[src/rtl/i2c_apb_arb.sv]
// +----------------------------------------------------------------------------+
// | i2c_apb_arb : round-robin two-requester APB arbiter with lock and timeout   |
// | rev 1.0                                                                     |
// +----------------------------------------------------------------------------+
`default_nettype none

module i2c_apb_arb #(
  parameter int unsigned LOCK_TMO = 16
) (
  input  logic        clk,
  input  logic        rstn,
  input  logic        m0_sel,
  input  logic        m0_en,
  input  logic        m0_write,
  input  logic [31:0] m0_addr,
  input  logic [31:0] m0_wdata,
  input  logic        m0_lock,
  output logic        m0_ready,
  output logic [31:0] m0_rdata,
  input  logic        m1_sel,
  input  logic        m1_en,
  input  logic        m1_write,
  input  logic [31:0] m1_addr,
  input  logic [31:0] m1_wdata,
  input  logic        m1_lock,
  output logic        m1_ready,
  output logic [31:0] m1_rdata,
  output logic        apb_sel,
  output logic        apb_en,
  output logic        apb_write,
  output logic [31:0] apb_addr,
  output logic [31:0] apb_wdata,
  input  logic        apb_ready,
  input  logic [31:0] apb_rdata,
  output logic [1:0]  owner
);

  localparam int CW = (LOCK_TMO > 1) ? $clog2(LOCK_TMO) : 1;
  localparam logic [CW-1:0] TMO_LAST = CW'((LOCK_TMO > 0) ? LOCK_TMO - 1 : 0);

  typedef enum logic [1:0] {IDLE, SETUP, ACCESS, RESP} state_t;

  state_t      state_q, state_d;
  logic        apb_sel_q, apb_sel_d;
  logic        apb_en_q, apb_en_d;
  logic        apb_write_q, apb_write_d;
  logic [31:0] apb_addr_q, apb_addr_d;
  logic [31:0] apb_wdata_q, apb_wdata_d;
  logic [1:0]  ready_q, ready_d;
  logic [31:0] rdata_q, rdata_d;
  logic [1:0]  owner_q, owner_d;
  logic        lock_held_q, lock_held_d;
  logic [CW-1:0] cnt_q, cnt_d;
  logic        last_q, last_d;

  logic elig0, elig1, pick1, owner_sel, owner_lock;
  logic unused_en;

  // APB enable from the requesters carries no extra information for arbitration.
  assign unused_en = m0_en ^ m1_en;

  assign elig0      = m0_sel && (!lock_held_q || owner_q[0]);
  assign elig1      = m1_sel && (!lock_held_q || owner_q[1]);
  assign pick1      = elig1 && (!elig0 || !last_q);
  assign owner_sel  = (owner_q[0] & m0_sel) | (owner_q[1] & m1_sel);
  assign owner_lock = (owner_q[0] & m0_lock) | (owner_q[1] & m1_lock);

  always_comb begin
    state_d     = state_q;
    apb_sel_d   = apb_sel_q;
    apb_en_d    = apb_en_q;
    apb_write_d = apb_write_q;
    apb_addr_d  = apb_addr_q;
    apb_wdata_d = apb_wdata_q;
    ready_d     = 2'b00;
    rdata_d     = rdata_q;
    owner_d     = owner_q;
    lock_held_d = lock_held_q;
    cnt_d       = '0;
    last_d      = last_q;
    unique case (state_q)
      IDLE: begin
        if (elig0 || elig1) begin
          apb_sel_d   = 1'b1;
          apb_write_d = pick1 ? m1_write : m0_write;
          apb_addr_d  = pick1 ? m1_addr  : m0_addr;
          apb_wdata_d = pick1 ? m1_wdata : m0_wdata;
          owner_d     = pick1 ? 2'b10 : 2'b01;
          state_d     = SETUP;
        end else if (lock_held_q && !owner_sel && (LOCK_TMO != 0)) begin
          // Idle lock owner: count toward forced release.
          if (cnt_q == TMO_LAST) begin
            lock_held_d = 1'b0;
            owner_d     = 2'b00;
          end else begin
            cnt_d = cnt_q + CW'(1);
          end
        end
      end
      SETUP: begin
        apb_en_d = 1'b1;
        state_d  = ACCESS;
      end
      ACCESS: begin
        if (apb_ready) begin
          apb_sel_d = 1'b0;
          apb_en_d  = 1'b0;
          rdata_d   = apb_rdata;
          ready_d   = owner_q;
          state_d   = RESP;
        end
      end
      RESP: begin
        lock_held_d = owner_lock;
        if (!owner_lock) owner_d = 2'b00;
        last_d  = owner_q[1];
        state_d = IDLE;
      end
      default: state_d = IDLE;
    endcase
  end

  always_ff @(posedge clk or negedge rstn) begin
    if (!rstn) begin
      state_q     <= IDLE;
      apb_sel_q   <= 1'b0;
      apb_en_q    <= 1'b0;
      apb_write_q <= 1'b0;
      apb_addr_q  <= '0;
      apb_wdata_q <= '0;
      ready_q     <= 2'b00;
      rdata_q     <= '0;
      owner_q     <= 2'b00;
      lock_held_q <= 1'b0;
      cnt_q       <= '0;
      last_q      <= 1'b1;
    end else begin
      state_q     <= state_d;
      apb_sel_q   <= apb_sel_d;
      apb_en_q    <= apb_en_d;
      apb_write_q <= apb_write_d;
      apb_addr_q  <= apb_addr_d;
      apb_wdata_q <= apb_wdata_d;
      ready_q     <= ready_d;
      rdata_q     <= rdata_d;
      owner_q     <= owner_d;
      lock_held_q <= lock_held_d;
      cnt_q       <= cnt_d;
      last_q      <= last_d;
    end
  end

  assign apb_sel   = apb_sel_q;
  assign apb_en    = apb_en_q;
  assign apb_write = apb_write_q;
  assign apb_addr  = apb_addr_q;
  assign apb_wdata = apb_wdata_q;
  assign m0_ready  = ready_q[0];
  assign m1_ready  = ready_q[1];
  assign m0_rdata  = rdata_q;
  assign m1_rdata  = rdata_q;
  assign owner     = owner_q;

endmodule

`default_nettype wire
[config.mk]
export PLATFORM = sky130hd
export DESIGN_NAME = i2c_apb_arb
export DESIGN_NICKNAME = d
export VERILOG_FILES = /design/src/rtl/i2c_apb_arb.sv
export SDC_FILE = /design/constraint.sdc
export NUM_CORES = 1
export LEC_CHECK = 0
export CELL_PAD_IN_SITES_DETAIL_PLACEMENT = 0
export CELL_PAD_IN_SITES_GLOBAL_PLACEMENT = 1
export CORE_UTILIZATION = 25
export DETAILED_ROUTE_END_ITERATION = 10
export MAX_ROUTING_LAYER = met4
export PLACE_DENSITY = 0.82
export SYNTH_ARGS = -nofsm -noshare
export SYNTH_HDL_FRONTEND = slang
export SYNTH_SLANG_ARGS = --single-unit
export TNS_END_PERCENT = 20
[constraint.sdc]
create_clock -name clk -period 1.6 [get_ports clk]
set_clock_uncertainty 0.05 [all_clocks]
set_input_delay 0.32 -clock clk [delete_from_list [all_inputs] [get_ports clk]]
set_output_delay 0.32 -clock clk [all_outputs]
set_load 0.05 [all_outputs]
==> impl_results.md <==
- Status: complete, but fails checks
- Violations in the final reports: setup timing
- Asr flop ratio synth: 100%
- Drt drc: 0
- DP HPWL: 12500 µm
- CP Class: reg2reg
- Worst reg2reg endpoint: apb_addr[15]
- Pwr Density: 2510 nW/µm²
- Met2 Wirelength: 7710 µm
- Leak pwr: 4.66 nW
- Core ar.: 20200 µm²
- Crit path DAT: 1820 ps
- CTS tree: built
- Multi-input gate area: 2020 µm²
- Clk root buf: clkbuf_16
- Minimum clock period: 1640 ps
- Total grt overflow: 0
- Register Area: 2780 µm²
- PortBufs: 303
- Post-Route M1 WL: 6340 µm
- Worst path required time: 1780 ps
- DIE AREA: 21100 µm²
- Setup WS pre-CTS: -404 ps
- Global Route Usage Sum: 15.6%
- DP Area: 9880 µm²
- Fmax: 611 MHz
- Area growth syn-to-layout: 101%
- Max clock buf depth: 2
- RSZ-0062 raised after global routing: yes
- H-tree Lvls: 3
- Post-layout util: 51.1%
- Fin area: 10300 µm²
- Share of cells above drive strength 1: 33.1%
- 1st-pass router iterations: 4
- Worst hold margin: 290 ps
- Yosys cell types: 34
- Top layer in use: met4
- Placed cells: 1005
- Via/cell ratio: 4.26
- EDFF count, synth: 0
- Cells after Synth: 446
- Global-route wire length before repair: 24700 µm
- # rows: 52
- Initial Util: 25.4%
- Fillers: 1754
- ANT cells: 0
- Slew headroom: 77.2%
- WL/cell: 15.1 µm
- Worst Setup Start Kind: flop
- Most frequent cells in the layout: 166 x clkdlybuf4s50_1, 143 x buf_12, 108 x dfrtp_1, 66 x nand2_1, 59 x mux2i_1
- Cts bufs inserted: 9
- CTS Sinks: 111
- Clk slew on worst S/H paths: 70 ps
- Final Slew Violations: 0
- Ports: 306
- Syn Area/Cell: 11.5 µm²
- Initial antenna violation count: 0
- FF+latch count, synth: 111
- Post-Route WL: 15500 µm
- Cell area after synthesis: 5130 µm²
- Final Power: 25.9 mW
- Vias in the first global route: 4428
- Total number of vias: 4365
- Crit path max fanout: 14
- Endpoints failing hold: 0
- Setup Viol. Count Final: 25
- Clock Latency Late Sink: 350 ps
- Initial DRC count: 112
- Final worst slack: -36.2 ps
- R2r setup slk: -40 ps
- Most common library cell in the layout ignoring fill and taps: clkdlybuf4s50_1
- Antenna viol nets, final: 0
- Placer Congestion: 0.768
- Setup TNS: -402 ps
- RR Startpoint: last_q
- Largest net degree at the start of global routing: 60
- MaxCap Viol Count: 0
- Predominant post-synthesis flop cell: dfrtp_1
- Final nets: 926
- Slew @ Worst Pin: 342 ps
- Worst hold path class: in2async
- Syn_nets: 622
- Die W: 145 µm
- Worst setup path startpoint: last_q
- Worst vdd ir: 1.40 mV
- R2R depth: 6
- Register area share after synthesis: 54.2%
- Die height: 145 µm
- Crit path capture: apb_addr[15]
- Met3 wire length: 1260 µm
- Non-Filler Instances: 1025
- Yosys warnings: 0
- Tcrit/Tclk final: 102%
- CP Capture Type: flop
-- layer usage --
| metal | up-vias | track usage, % |
|---|---|---|
| met5 | - | - |
| met4 | 0 | 4.11 |
| met3 | 15 | 4.97 |
| met2 | 222 | 25.6 |
| met1 | 2010 | 18.3 |
| li1 | 2118 | - |
-- synth_stat cells, types with 2 or more instances --
cell	instances	area, µm²
buf_4	38	285
buf_2	8	40.0
clkbuf_1	5	18.8
dfrtp_1	110	2750
nor2_1	4	15.0
nand3_1	3	15.0
a21o_1	2	15.0
buf_6	4	45.0
mux2_2	34	383
and3_1	3	18.8
a21oi_1	3	15.0
o21ai_1	29	145
nor3_1	2	10.0
mux2i_1	65	651
inv_1	6	22.5
ha_1	5	62.6
o2bb2ai_1	2	17.5
o21ai_0	39	195
nand2_1	68	255
a32o_1	2	20.0
-- worst max-delay path: stages, from the launching register on --
cell and delay (ps):
dfstp_2 540, nand2_2 60, o221ai_4 200, buf_12 190, buf_4 160, mux2i_1 220, o21ai_1 80
-- registers in the layout (all words and copies together) (netlist names) --
signal       cells
apb_addr        32
apb_en           1
apb_sel          1
apb_wdata       32
apb_write        1
cnt_q            4
last_q           1
lock_held_q      1
m0_rdata        32
owner            2
ready_q          2
state_q          2
-- logic make-up (layout without fill, tap and decap cells) --
kind of cell	after synthesis	in the layout	share of synthesized area, %
compound gates	83	84	9.32
buf+inv	63	371	8.20
flops	111	111	54.2
fa+ha+maj	5	5	1.22
mux	99	99	20.2
simple gates	83	83	6.56
xor+xnor	2	2	0.342
-- final cells by class --
cell class              count  share of cell area (%)
clock buffers              10                    2.22
inverters                   7                   0.255
clock inverters             6                   0.753
well taps                 270                    3.28
repair buffers            348                    46.9
flip-flops and latches    111                    27.0
multi-input cells         273                    19.6
-- power breakdown --
| group | internal, mW | leakage (nW) | switching [mW] |
|---|---|---|---|
| clock network | 1.25 | 0.147 | 1.12 |
| registers | 4.16 | 1.36 | 1.78 |
| logic | 8.64 | 3.15 | 8.90 |
-- worst min path at each step --
stage | slack [ps] | start | endpoint
floorplan | -30 | rstn | apb_addr[0]
global placement | 120 | rstn | apb_wdata[20]
detailed placement | 120 | rstn | apb_wdata[16]
CTS | 270 | rstn | apb_wdata[16]
global route | 290 | rstn | apb_wdata[19]
finish | 290 | rstn | apb_wdata[19]
-- what timing repair did --
action,CTS,global route
resized for setup,17,17
pin swaps,0,4
cloned,0,1
hold buffers,1,0
buffers inserted,0,2
endpoints found under the setup margin,61,69
endpoints found under the hold margin,20,0
No activity file was read; power rests on OpenSTA's default activity.
